<file path="config.mk">
export PLATFORM = sky130hd
export DESIGN_NAME = fp_norm_pipe
export DESIGN_NICKNAME = d
export VERILOG_FILES = /design/src/rtl/fp_pkg.sv /design/src/rtl/lzd_24bits.sv /design/src/rtl/fp_norm_pipe.sv
export SDC_FILE = /design/constraint.sdc
export NUM_CORES = 1
export LEC_CHECK = 0
export CORE_ASPECT_RATIO = 1.75
export CORE_MARGIN = 2
export CORE_UTILIZATION = 47
export DETAILED_ROUTE_END_ITERATION = 7
export PLACE_DENSITY = 0.75
export SETUP_SLACK_MARGIN = 0.05
export SLEW_MARGIN = 40
export SYNTH_ARGS = -nofsm -noshare
export SYNTH_HDL_FRONTEND = slang
export SYNTH_SLANG_ARGS = --single-unit
</file>
<file path="constraint.sdc">
create_clock -name clk -period 3.29 [get_ports clk]
set_clock_uncertainty 0.1 [all_clocks]
set_input_delay 0.329 -clock clk [delete_from_list [all_inputs] [get_ports clk]]
set_output_delay 0.329 -clock clk [all_outputs]
set_load 0.02 [all_outputs]
</file>
<file path="src/rtl/fp_pkg.sv">
// Shared constants and types for the floating-point normalisation datapath.
package fp_pkg;

    localparam int unsigned MAN_W    = 24;
    localparam int unsigned LZ_W     = 5;
    localparam int unsigned EXP_BIAS = 127;

    typedef struct packed {
        logic zero;
        logic uf;
    } norm_flags_t;

endpackage

</file>
<file path="src/rtl/lzd_24bits.sv">
// Leading-zero detector for a 24-bit word: p = count of leading zeros, v = word non-zero.
module lzd_24bits (
    input  logic [23:0] src,
    output logic [4:0]  p,
    output logic        v
);

    // Scan upwards so the highest set bit is the last assignment to win.
    always_comb begin
        p = 5'd0;
        for (int i = 0; i < 24; i++) begin
            if (src[i]) begin
                p = 5'(23 - i);
            end
        end
        v = |src;
    end

endmodule

</file>
<file path="src/rtl/fp_norm_pipe.sv">
// Two-stage post-normalisation pipeline: stage 1 captures the operand and its
// leading-zero count, stage 2 shifts the mantissa and adjusts/clamps the exponent.
module fp_norm_pipe
    import fp_pkg::*;
#(
    parameter int unsigned EXP_W = 8,
    parameter int unsigned TAG_W = 4
) (
    input  logic             clk,
    input  logic             rst_n,
    input  logic             in_valid,
    output logic             in_ready,
    input  logic             in_sign,
    input  logic [EXP_W-1:0] in_exp,
    input  logic [MAN_W-1:0] in_man,
    input  logic [TAG_W-1:0] in_tag,
    output logic             out_valid,
    input  logic             out_ready,
    output logic             out_sign,
    output logic [EXP_W-1:0] out_exp,
    output logic [MAN_W-1:0] out_man,
    output logic             out_zero,
    output logic             out_uf,
    output logic [TAG_W-1:0] out_tag
);

    logic             s1_valid_q, s1_valid_d;
    logic             s1_sign_q,  s1_sign_d;
    logic [EXP_W-1:0] s1_exp_q,   s1_exp_d;
    logic [MAN_W-1:0] s1_man_q,   s1_man_d;
    logic [TAG_W-1:0] s1_tag_q,   s1_tag_d;
    logic [LZ_W-1:0]  s1_lz_q,    s1_lz_d;
    logic             s1_nz_q,    s1_nz_d;

    logic             out_valid_q, out_valid_d;
    logic             out_sign_q,  out_sign_d;
    logic [EXP_W-1:0] out_exp_q,   out_exp_d;
    logic [MAN_W-1:0] out_man_q,   out_man_d;
    logic [TAG_W-1:0] out_tag_q,   out_tag_d;
    norm_flags_t      out_flags_q, out_flags_d;

    logic             s2_adv_c;
    logic             s1_adv_c;
    logic             in_fire_c;
    logic [LZ_W-1:0]  lzd_p_c;
    logic             lzd_v_c;

    logic [EXP_W-1:0] lz_ext_c;
    logic [LZ_W-1:0]  shift_c;
    logic [EXP_W-1:0] nrm_exp_c;
    logic [MAN_W-1:0] nrm_man_c;
    norm_flags_t      nrm_flags_c;

    // Handshake: stage 2 frees up when empty or draining this cycle.
    assign s2_adv_c  = !out_valid_q | out_ready;
    assign s1_adv_c  = s1_valid_q & s2_adv_c;
    assign in_ready  = !s1_valid_q | s2_adv_c;
    assign in_fire_c = in_valid & in_ready;

    lzd_24bits u_lzd (
        .src (in_man),
        .p   (lzd_p_c),
        .v   (lzd_v_c)
    );

    // Stage 1 capture.
    always_comb begin
        s1_valid_d = s1_valid_q;
        s1_sign_d  = s1_sign_q;
        s1_exp_d   = s1_exp_q;
        s1_man_d   = s1_man_q;
        s1_tag_d   = s1_tag_q;
        s1_lz_d    = s1_lz_q;
        s1_nz_d    = s1_nz_q;
        if (in_fire_c) begin
            s1_valid_d = 1'b1;
            s1_sign_d  = in_sign;
            s1_exp_d   = in_exp;
            s1_man_d   = in_man;
            s1_tag_d   = in_tag;
            s1_lz_d    = lzd_p_c;
            s1_nz_d    = lzd_v_c;
        end else if (s1_adv_c) begin
            s1_valid_d = 1'b0;
        end
    end

    // Normalise: full shift when the exponent has room, else clamp to denormal.
    always_comb begin
        lz_ext_c    = EXP_W'(s1_lz_q);
        shift_c     = '0;
        nrm_exp_c   = '0;
        nrm_flags_c = '0;
        if (!s1_nz_q) begin
            nrm_flags_c.zero = 1'b1;
        end else if (s1_exp_q > lz_ext_c) begin
            shift_c   = s1_lz_q;
            nrm_exp_c = s1_exp_q - lz_ext_c;
        end else begin
            nrm_flags_c.uf = 1'b1;
            if (s1_exp_q != '0) begin
                shift_c = LZ_W'(s1_exp_q - EXP_W'(1));
            end
        end
        nrm_man_c = s1_man_q << shift_c;
    end

    // Stage 2 / output register; holds its contents while stalled.
    always_comb begin
        out_valid_d = out_valid_q;
        out_sign_d  = out_sign_q;
        out_exp_d   = out_exp_q;
        out_man_d   = out_man_q;
        out_tag_d   = out_tag_q;
        out_flags_d = out_flags_q;
        if (s2_adv_c) begin
            out_valid_d = s1_valid_q;
            if (s1_valid_q) begin
                out_sign_d  = s1_sign_q;
                out_exp_d   = nrm_exp_c;
                out_man_d   = nrm_man_c;
                out_tag_d   = s1_tag_q;
                out_flags_d = nrm_flags_c;
            end
        end
    end

    always_ff @(posedge clk) begin
        if (!rst_n) begin
            s1_valid_q  <= 1'b0;
            s1_sign_q   <= 1'b0;
            s1_exp_q    <= '0;
            s1_man_q    <= '0;
            s1_tag_q    <= '0;
            s1_lz_q     <= '0;
            s1_nz_q     <= 1'b0;
            out_valid_q <= 1'b0;
            out_sign_q  <= 1'b0;
            out_exp_q   <= '0;
            out_man_q   <= '0;
            out_tag_q   <= '0;
            out_flags_q <= '0;
        end else begin
            s1_valid_q  <= s1_valid_d;
            s1_sign_q   <= s1_sign_d;
            s1_exp_q    <= s1_exp_d;
            s1_man_q    <= s1_man_d;
            s1_tag_q    <= s1_tag_d;
            s1_lz_q     <= s1_lz_d;
            s1_nz_q     <= s1_nz_d;
            out_valid_q <= out_valid_d;
            out_sign_q  <= out_sign_d;
            out_exp_q   <= out_exp_d;
            out_man_q   <= out_man_d;
            out_tag_q   <= out_tag_d;
            out_flags_q <= out_flags_d;
        end
    end

    assign out_valid = out_valid_q;
    assign out_sign  = out_sign_q;
    assign out_exp   = out_exp_q;
    assign out_man   = out_man_q;
    assign out_tag   = out_tag_q;
    assign out_zero  = out_flags_q.zero;
    assign out_uf    = out_flags_q.uf;

endmodule

</file>
==> out/metrics.cfg, run 1 <==
[routing]
met3_wirelength_um = 792
antenna_violating_nets_left = 0
wl_per_cell_um = 18.6
drc_viols = 0
detailroute.via_count = 5867
vias_per_cell = 6.00
dr.max_layer_used = met4
detailroute.wirelength.met2_um = 9510
route.layer.met1.wl_um = 6910
drt_pre_antenna_iters = 5
detail_route.iter0.violations = 333
totalWireLength_um = 18200

[place]
io_buffer_count = 81
globalplace.congestion = 0.918
hpwl_um = 13800
dp_cells = 947
dp_slack_ns = -0.104

[worst_setup_path]
cp_slowest_stage_delay_ns = 0.53
timing.critical_path.from_type = register
timing.critical_path.fanout_max = 6
crit_cells = 15
worst-endpoint-required_ns = 3.42
end_kind = register
critical_path.n_buffers_inverters = 5
path_cells = inv_2 -> ha_4 -> inv_2 -> fa_2 -> a211o_1 -> a211oi_4 -> buf_6 -> buf_12 -> a211o_1 -> o211ai_1 -> buf_4 -> mux4_2 -> nor2_1 -> a211oi_1 -> a221o_1
r2r_cells = 15
critical_path_s_slowest_cell = sky130_fd_sc_hd__mux4_2
crit_arrival_ns = 3.46
worst-setup-path-type = reg2reg
critPathTopFamily = compound AO/OA/AOI/OAI gates

[yosys]
synth-seq-cells = 84
yosys-top-cells-area = sky130_fd_sc_hd__dfxtp_1, sky130_fd_sc_hd__nand2_1, sky130_fd_sc_hd__a21oi_1
synth_cell_area_sq_mm = 0.00524
synthArstFlopShare_pct = 0
synthDistinctLibCells = 77
most_instantiated_library_cell_after_synthesis = sky130_fd_sc_hd__nand2_1
synth.cells.most_frequent = sky130_fd_sc_hd__nand2_1, sky130_fd_sc_hd__dfxtp_1, sky130_fd_sc_hd__a21oi_1
ys_seq_area_share_pct = 32.1
syn_area_cell_sq_um = 7.59
netlist.top_cell.by_area = sky130_fd_sc_hd__dfxtp_1
postSynthNetCount = 739
edff_count_synth = 0
ys_warns = 0
mapped_cells = 690
synth.top_cell.area_share_pct = 32.1
dominantRegCellSynth = sky130_fd_sc_hd__dfxtp_1

[floorplanning]
fp.dieW_um = 83.8
core_sq_mm = 0.0110
top_level_ports = 82
fp-row-count = 51
fp.dieH_um = 144
floorplan.die_area_sq_mm = 0.0120
initial_utilization_pct = 47.7

[clock_network]
cts-htree-levels = 3
clock_latency_on_the_worst_skew_pair_ns = 0.34
cts.reportedPaths.clkPinSlew_ns = 0.06
ctsLongestPathBuffers = 2
cts-hold-fix-buffers = 0
sink_count = 84
cts_tree = yes
cts_buffer_count = 9
cts-root-buf = sky130_fd_sc_hd__clkbuf_16

[finish]
final_cell_count_no_fill = 978
antenna_cells_inserted = 0
finalNetCount = 891
area_growth_pct = 42.4
drive_above_1_share_pct = 22.7
final_core_util_pct = 68.0

[sta]
setup_slack_ns = -0.0350
period_minus_slack_ns = 3.32
slew_headroom_pct = 50.6
report.final.hold_viol_count = 0
tightest_slew_ns = 0.738
setup_viol = 1
grt_setup_unrepaired = true
upper_clock_frequency_limit_mhz = 301
timing_max_transition_violations_final = 0
timing.final.crit_share_pct = 101

[global_route]
antenna_found_initial = 0
vias_in_the_first_global_route = 5529
global_route.overflow_total = 0
grt_first_pass_wirelength_um = 28200
grt_max_degree = 64
grtUsageTotal_pct = 29.6

[run]
maxCapViolations = 0

[hold_path]
hold_path_depth = 2
worst_hold_path_type = reg2reg

[power]
p_leak_nw = 2.79
vdd_ir_drop_max_mv = 0.369
pwr_density_cell_mw_per_mm2 = 444

[run_status]
violations = negative setup slack
status = complete, but fails checks

-- tightest hold or removal path, cell delays in order (launching register included) --
cell	delay, ns
sky130_fd_sc_hd__dfxtp_1	0.31
sky130_fd_sc_hd__nand2_1	0.05
sky130_fd_sc_hd__o21ai_1	0.05
-- metrics by stage --
step | hold WS, ns | power [mW] | setup TNS, ns | instance area, sq um
after CTS | 0.352 | 3.23 | 0 | 7230
final | 0.346 | 3.31 | -0.0350 | 7460
after global placement | 0.338 | 2.05 | -0.206 | 6700
after floorplan | 0.332 | 1.66 | 0 | 5260
after detailed placement | 0.344 | 2.06 | -0.577 | 6700
after global routing | 0.367 | 3.43 | -0.574 | 7460
-- routing by layer --
metal  vias up  global-route usage, %
li1       2813                      -
met1      2755                   32.1
met2       235                   54.6
met3        64                   4.37
met4         0                   16.6
met5         -                      0
-- cells by family (layout without fill, tap and decap cells) --
group,Yosys count,after routing,share of synthesized area (%)
flip-flops,84,84,32.1
XOR/XNOR,6,6,1.00
buffers and inverters,60,215,5.56
multiplexers,27,27,5.54
adder cells (fa/ha/maj),8,8,2.05
AND/OR/NAND/NOR,276,277,23.2
AO/OA/AOI/OAI,229,229,30.5
-- cell usage in the layout (no fill, tap or decap), types with 5 or more instances in the layout --
cell type	Yosys	layout
sky130_fd_sc_hd__a22oi_1	18	17
sky130_fd_sc_hd__clkbuf_16	0	9
sky130_fd_sc_hd__nand2_1	156	155
sky130_fd_sc_hd__and2_1	5	5
sky130_fd_sc_hd__o21ai_1	6	6
sky130_fd_sc_hd__mux2_2	6	5
sky130_fd_sc_hd__clkdlybuf4s50_1	0	81
sky130_fd_sc_hd__nor2_1	54	52
sky130_fd_sc_hd__o211ai_1	27	27
sky130_fd_sc_hd__nand2b_1	6	5
sky130_fd_sc_hd__buf_4	3	89
sky130_fd_sc_hd__a211oi_1	7	7
sky130_fd_sc_hd__nor3_1	14	11
sky130_fd_sc_hd__ha_1	7	6
sky130_fd_sc_hd__o21ai_0	24	21
sky130_fd_sc_hd__buf_12	0	6
sky130_fd_sc_hd__a21oi_1	71	68
sky130_fd_sc_hd__nand3_1	11	10
sky130_fd_sc_hd__dfxtp_1	84	82
sky130_fd_sc_hd__mux2i_2	0	7
sky130_fd_sc_hd__inv_1	17	15
sky130_fd_sc_hd__a211o_1	15	15
sky130_fd_sc_hd__mux2i_1	20	10
-- sequential cells by signal, summed over array words and instances, names as in the netlist, 4 cells and up --
name and cells:
out_exp 8, out_man 24, out_tag 4, s1_exp_q 8
s1_lz_q 5, s1_man_q 24, s1_tag_q 4
-- area by class of cell --
cell class | count | area, sq um
Multi-Input combinational cell | 547 | 3540
Timing Repair Buffer | 182 | 1690
Clock buffer | 10 | 239
Inverter | 18 | 67.6
Tap cell | 132 | 165
Sequential cell | 84 | 1680
Fill cell | 924 | 3510
Clock inverter | 5 | 85.1
-- worst paths after layout --
path,from,to,slack (ns)
setup / recovery,s1_exp_q[0],out_man[22],-0.03
hold / removal,out_man[8],out_man[8],0.35
setup reg to reg,s1_exp_q[0],out_man[22],-0.03
hold reg to reg,out_man[8],out_man[8],0.35
-- power breakdown --
part | switching [mW] | internal [mW] | total, mW
combinational | 0.579 | 0.507 | 1.09
sequential | 0.0489 | 1.07 | 1.12
clock | 0.424 | 0.685 | 1.11
total | 1.05 | 2.26 | 3.31
-- repair_timing --
| item | CTS | global route |
|---|---|---|
| cloned | 1 | 1 |
| pin swaps | 7 | 15 |
| setup endpoints to repair | 21 | 23 |
| setup buffers | 9 | 6 |
| gates resized for setup | 23 | 40 |
Power figures use the tool's default switching activity.
==> run 2: changes to the inputs <==
--- a/config.mk
+++ b/config.mk
@@ -9,7 +9,7 @@
 export CORE_MARGIN = 2
 export CORE_UTILIZATION = 47
 export DETAILED_ROUTE_END_ITERATION = 7
-export PLACE_DENSITY = 0.75
+export PLACE_DENSITY = 0.77
 export SETUP_SLACK_MARGIN = 0.05
 export SLEW_MARGIN = 40
 export SYNTH_ARGS = -nofsm -noshare
==> out/metrics.cfg, run 2 (synthesis gave the netlist of run 1 again) <==
[finish]
area_growth_pct = 40.7
fillCellCount = 915  ; -0.97%
postLayoutCellArea_sq_mm = 0.00737  ; -1.2%
layout.area.seq_sq_mm = 0.00168  ; about the same
final_cell_count_no_fill = 964  ; -1.4%
antenna_cells_inserted = 0  ; unchanged
most_frequent_cells_in_the_layout = sky130_fd_sc_hd__nand2_1, sky130_fd_sc_hd__dfxtp_1, sky130_fd_sc_hd__clkdlybuf4s50_1
finalNetCount = 877  ; -1.6%
mostFrequentLayoutCell = sky130_fd_sc_hd__nand2_1
multi_input_area_sq_mm = 0.00352  ; -0.53%
drive_above_1_share_pct = 20.6  ; -2.1 points

[place]
dp_cells = 934  ; -1.4%
io_buffer_count = 81  ; unchanged
hpwl_um = 13900  ; +0.61%
placedInstanceArea_sq_mm = 0.00660  ; -1.4%
globalplace.congestion = 0.928  ; +1.1%

[run]
maxCapViolations = 0  ; unchanged

[worst_setup_path]
rr_startpoint = s1_exp_q[0]
crit_arrival_ns = 3.42  ; -0.04 ns
worst-setup-path-type = reg2reg
r2r_cells = 15  ; unchanged
timing.critical_path.from_type = register
timing.rr.end = out_man[14]
worst-endpoint-required_ns = 3.42  ; about the same
r2r_setup_slk_ns = 0.002  ; +0.04 ns
timing.critical_path.fanout_max = 6  ; unchanged
end_kind = register

[routing]
drt_pre_antenna_iters = 5  ; unchanged
drc_viols = 0  ; unchanged
vias_per_cell = 6.07  ; +1.1%
antenna_violating_nets_left = 0  ; unchanged
detail_route.iter0.violations = 290  ; -13%
totalWireLength_um = 18300  ; +0.85%
detailroute.via_count = 5849  ; -0.31%
wl_per_cell_um = 19.0  ; +2.3%

[clock_network]
cts-root-buf = sky130_fd_sc_hd__clkbuf_16
sink_count = 84  ; unchanged
cts-htree-levels = 3  ; unchanged
ctsLongestPathBuffers = 2  ; unchanged
clock_latency_on_the_worst_skew_pair_ns = 0.35  ; about the same
cts-hold-fix-buffers = 0  ; unchanged
cts_buffer_count = 9  ; unchanged
cts.reportedPaths.clkPinSlew_ns = 0.06  ; about the same
cts_tree = yes

[power]
power_frac_clock_pct = 35.3  ; +1.8 points
vdd_ir_drop_max_mv = 0.347  ; -5.9%
pwr_density_cell_mw_per_mm2 = 455  ; +2.4%
intPower_mw = 2.32  ; +2.4%
switching_share_pct = 30.9  ; -0.85 points
power.switching_mw = 1.04  ; -1.5%
seqPwrFrac_pct = 33.4  ; -0.3 points
combPwrFrac_pct = 31.4  ; -1.4 points
p_leak_nw = 2.74  ; -2.0%

[floorplanning]
initial_utilization_pct = 47.7  ; unchanged
core_sq_mm = 0.0110  ; unchanged
fp-row-count = 51  ; unchanged
fp.dieW_um = 83.8  ; unchanged
fp.dieH_um = 144  ; unchanged
floorplan.die_area_sq_mm = 0.0120  ; unchanged
top_level_ports = 82  ; unchanged

[sta]
slew_headroom_pct = 53.2  ; +2.6 points
tightest_slew_ns = 0.700  ; -0.0383 ns
report.final.hold_viol_count = 0  ; unchanged
setup_viol = 0  ; -1
grt_setup_unrepaired = true
timing.final.crit_share_pct = 99.9  ; -1.1 points
timing_max_transition_violations_final = 0  ; unchanged
final.setup.tns_ns = 0  ; +0.0350 ns
upper_clock_frequency_limit_mhz = 304  ; +1.1%
period_minus_slack_ns = 3.29  ; -0.0373 ns

[global_route]
vias_in_the_first_global_route = 5775  ; +4.4%
grtUsageTotal_pct = 30.1  ; +0.49 points
grt_first_pass_wirelength_um = 28700  ; +1.8%
antenna_found_initial = 0  ; unchanged
grt_max_degree = 64  ; unchanged
global_route.overflow_total = 0  ; unchanged

[hold_path]
worst_hold_path_type = reg2reg
hold_path_depth = 2  ; unchanged
worstHoldEndpoint = out_man[15]
worstHoldStart = out_man[15]

[run_status]
status = finished, final reports clean

run 2: how the worst max path moves through the flow:
stage           startpoint     endpoint  slack [ns]  cells past startpoint
4_1_cts        s1_exp_q[0]  out_man[22]        0.02                     15
5_1_grt        s1_exp_q[0]  out_man[14]       -0.10                     15
3_3_place_gp   s1_exp_q[0]  out_man[22]       -0.13                     14
2_1_floorplan  s1_exp_q[0]  out_man[22]        0.05                     12
3_5_place_dp   s1_exp_q[0]  out_man[22]       -0.14                     14
6_report       s1_exp_q[0]  out_man[14]       0.002                     15
run 2: critical path, cell delays in order, from the launching register on:
cell,delay [ns]
sky130_fd_sc_hd__dfxtp_2,0.32
sky130_fd_sc_hd__inv_2,0.07
sky130_fd_sc_hd__ha_4,0.13
sky130_fd_sc_hd__inv_2,0.03
sky130_fd_sc_hd__fa_2,0.34
sky130_fd_sc_hd__a211o_1,0.31
sky130_fd_sc_hd__a211oi_4,0.22
sky130_fd_sc_hd__buf_6,0.17
sky130_fd_sc_hd__buf_12,0.13
sky130_fd_sc_hd__a211o_1,0.11
sky130_fd_sc_hd__o211ai_1,0.14
sky130_fd_sc_hd__buf_4,0.18
sky130_fd_sc_hd__mux4_2,0.50
sky130_fd_sc_hd__buf_6,0.15
sky130_fd_sc_hd__mux2i_1,0.16
sky130_fd_sc_hd__o21ai_1,0.09
run 2: metrics by stage:
step | worst slack, ns | total power [mW] | hold WS, ns | utilization (%)
2_1_floorplan | 0.0536 | 1.66 | 0.332 | -
3_3_place_gp | -0.127 | 2.02 | 0.339 | 60.1
3_5_place_dp | -0.140 | 2.03 | 0.343 | 60.1
4_1_cts | 0.0205 | 3.25 | 0.351 | 64.4
5_1_grt | -0.100 | 3.48 | 0.383 | 67.2
6_report | 0.00231 | 3.35 | 0.348 | 67.2
run 2: what timing repair did:
| action | 4_1_cts | 5_1_grt |
|---|---|---|
| setup endpoints to repair | 15 | 23 |
| buffers inserted | 5 | 8 |
| gates resized for setup | 11 | 46 |
| cloned | 1 | 1 |
| hold endpoints to repair | 0 | 0 |
| pin swaps | 5 | 7 |
run 2: cell type report:
| type | instances | share of cell area, % |
|---|---|---|
| clock buffer | 10 | 3.24 |
| clock inverter | 5 | 1.46 |
| inverter | 18 | 0.916 |
| multi-input combinational | 546 | 47.7 |
| sequential | 84 | 22.8 |
| tap | 132 | 2.24 |
| timing repair buffer | 169 | 21.6 |
run 2: power by group through the flow:
stage	combinational (mW)	clock, mW	sequential, mW
6_report	1.05	1.18	1.12
4_1_cts	0.940	1.20	1.12
5_1_grt	1.12	1.24	1.12
2_1_floorplan	0.507	0	1.15
3_5_place_dp	0.896	0	1.14
3_3_place_gp	0.882	0	1.14
run 2: routing by layer:
layer	GRT usage [%]	share of wire, %	up-vias
li1	-	-	2783
met1	31.8	38	2790
met2	57.2	53	206
met3	2.01	3.1	70
met4	19.0	5.9	0
met5	0	0	-
==> variant: new RTL, config.mk and constraints of run 2 <==
The parameter `EXP_W` goes from 8 to 10.
--- a/src/rtl/fp_norm_pipe.sv
+++ b/src/rtl/fp_norm_pipe.sv
@@ -5,3 +5,3 @@
 #(
-    parameter int unsigned EXP_W = 8,
+    parameter int unsigned EXP_W = 10,
     parameter int unsigned TAG_W = 4
Interface: changed (resized in_exp and out_exp); port bits go from 82 to 86. The function was not compared with the original's and may differ.
==> variant against run 2 <==
  * The run now ends with negative setup slack left
  * Die area decreased by 2.1%
  * Worst setup slack got worse by 130 ps
  * Core utilization increased by 2.2 points
  * Sequential cell count increased by 4
  * Non-clock buffer count decreased by 3
  * Combinational power decreased by 25%
  * Final cell count decreased by 7.3%
  * Cell area about the same
  * Power decreased by 4.3%
  * Wire length decreased by 6.9%
  * Area after synthesis decreased by 2.1%
  * Critical path type unchanged
  * Largest cell class unchanged
==> variant: results (changes against run 2) <==
hold_path:
  hold_class: "in2reg"  # was reg2reg
global_routing:
  globalRouteMet1Util_pct: 30.3  # was 31.8%
  use_met3_pct: 3.65  # was 2.01%
  grt_max_degree: 45  # was 64
  grt_usage_pct: 28.1  # was 30.1%
  grt_pass1_vias: 5039  # was 5775
  grt_pass1_wl_mm: 26.2  # was 28.7 mm
  grt.met2_usage_pct: 52.2  # was 57.2%
worst_setup_path:
  crit_path_max_incr_delay_ps: 520  # was 500 ps
  rr_worst_depth: 13  # was 15
  cp_top_family: "multiplexers"  # was compound AO/OA/AOI/OAI gates
  cp.arrival_ps: 3550  # was 3420 ps
sta:
  tightest_slew_ps: 765  # was 700 ps
  tns_ps: -548  # was 0 ps
  setup_viol: 10  # was 0
  setup_slack_ps: -127  # was 2.31 ps
logic_synthesis:
  yosysUniqueCellTypes: 62  # was 77
  synthTopCellsByArea: "dfxtp_1, nand2_1, mux2i_1"  # was dfxtp_1, nand2_1, a21oi_1
  syn_inst: 623  # was 690
  synth_common_cells: "nand2_1, dfxtp_1, mux2i_1, a21boi_0, clkbuf_1"  # was nand2_1, dfxtp_1, a21oi_1, nor2_1, o211ai_1
  synth_top_area_share_pct: 34.4  # was 32.1%
  seq_area_frac_synth_pct: 34.4  # was 32.1%
  synth_fp_nets: 673  # was 739
power_and_ir_drop:
  max-vdd-ir-drop_v: 0.000298  # was 0.000347 V
  p_leak_nw: 2.93  # was 2.74 nW
routing:
  route.met2.wl_mm: 9.14  # was 9.73 mm
  drtIter0Drc: 228  # was 290
  dr.pass1.iters: 4  # was 5
  num_vias: 5152  # was 5849
  highest_layer: "met4"  # unchanged
  wl_per_cell_um: 19.1  # was 19.0 um
place:
  dp.cells: 866  # was 934
  place.gp.congestion: 0.943  # was 0.928
  dp_hpwl_mm: 12.9  # was 13.9 mm
  portBuffers: 85  # was 81
  dp_slack_ps: -146  # was -140 ps
  dpl-instance-area_um2: 6570  # was 6600 um^2
finish:
  drive_gt1_share_pct: 23.3  # was 20.6%
  layout.cells.non_filler: 894  # was 964
  nets: 810  # was 877
outcome:
  violations: "negative setup slack"
  status: "finished with violations"  # was complete, no violations
variant: cell types whose count changed after synthesis, sizes merged, moves of 8 or more:
cell | run 2 | this run
a211o | 15 | 1
mux2i | 20 | 49
nor3 | 18 | 9
nor2 | 56 | 31
a21oi | 72 | 24
and2 | 5 | 13
nor2b | 4 | 16
o211ai | 30 | 4
a22oi | 18 | 10
a21boi | 1 | 47
nand2 | 157 | 134
buf | 19 | 11
variant: timing repair:
item	CTS	global route
endpoints found under the setup margin	18	23
hold buffers	0	0
setup buffers	4	8
gates resized for setup	23	59
gates cloned	0	1
pin swaps	5	18
variant: final cells by class:
cell class / instances / area [um^2] / share of cell area (%)
inverter: 13 / 48.8 / 0.661
multi-input combinational: 482 / 3510 / 47.5
sequential: 88 / 1760 / 23.9
clock buffer: 10 / 229 / 3.10
tap: 130 / 163 / 2.20
clock inverter: 5 / 129 / 1.75
timing repair buffer: 166 / 1540 / 20.8
variant: power breakdown:
group          switching (mW)  total [mW]  internal [mW]  leakage [nW]
clock network           0.433        1.25          0.818         0.173
registers              0.0529        1.17           1.12         0.720
logic                   0.401       0.791          0.389          2.04
variant: cells by family (layout without fill, tap and decap cells):
logic type      count (synthesis)  after routing  synth area share [%]
compound gates                164            165                  22.3
simple gates                  238            238                  20.9
buf+inv                        54            194                  4.49
mux                            63             63                  14.5
flops                          88             88                  34.4
fa+ha+maj                       7              7                  1.85
xor+xnor                        9              9                  1.54
variant: path summary, 6_finish.rpt:
| kind | startpoint | to | slack [ps] |
|---|---|---|---|
| max | s1_exp_q[0] | out_man[12] | -130 |
| min | rst_n | s1_exp_q[9] | 330 |
| max reg2reg | s1_exp_q[0] | out_man[12] | -130 |
| min reg2reg | s1_tag_q[1] | out_tag[1] | 360 |
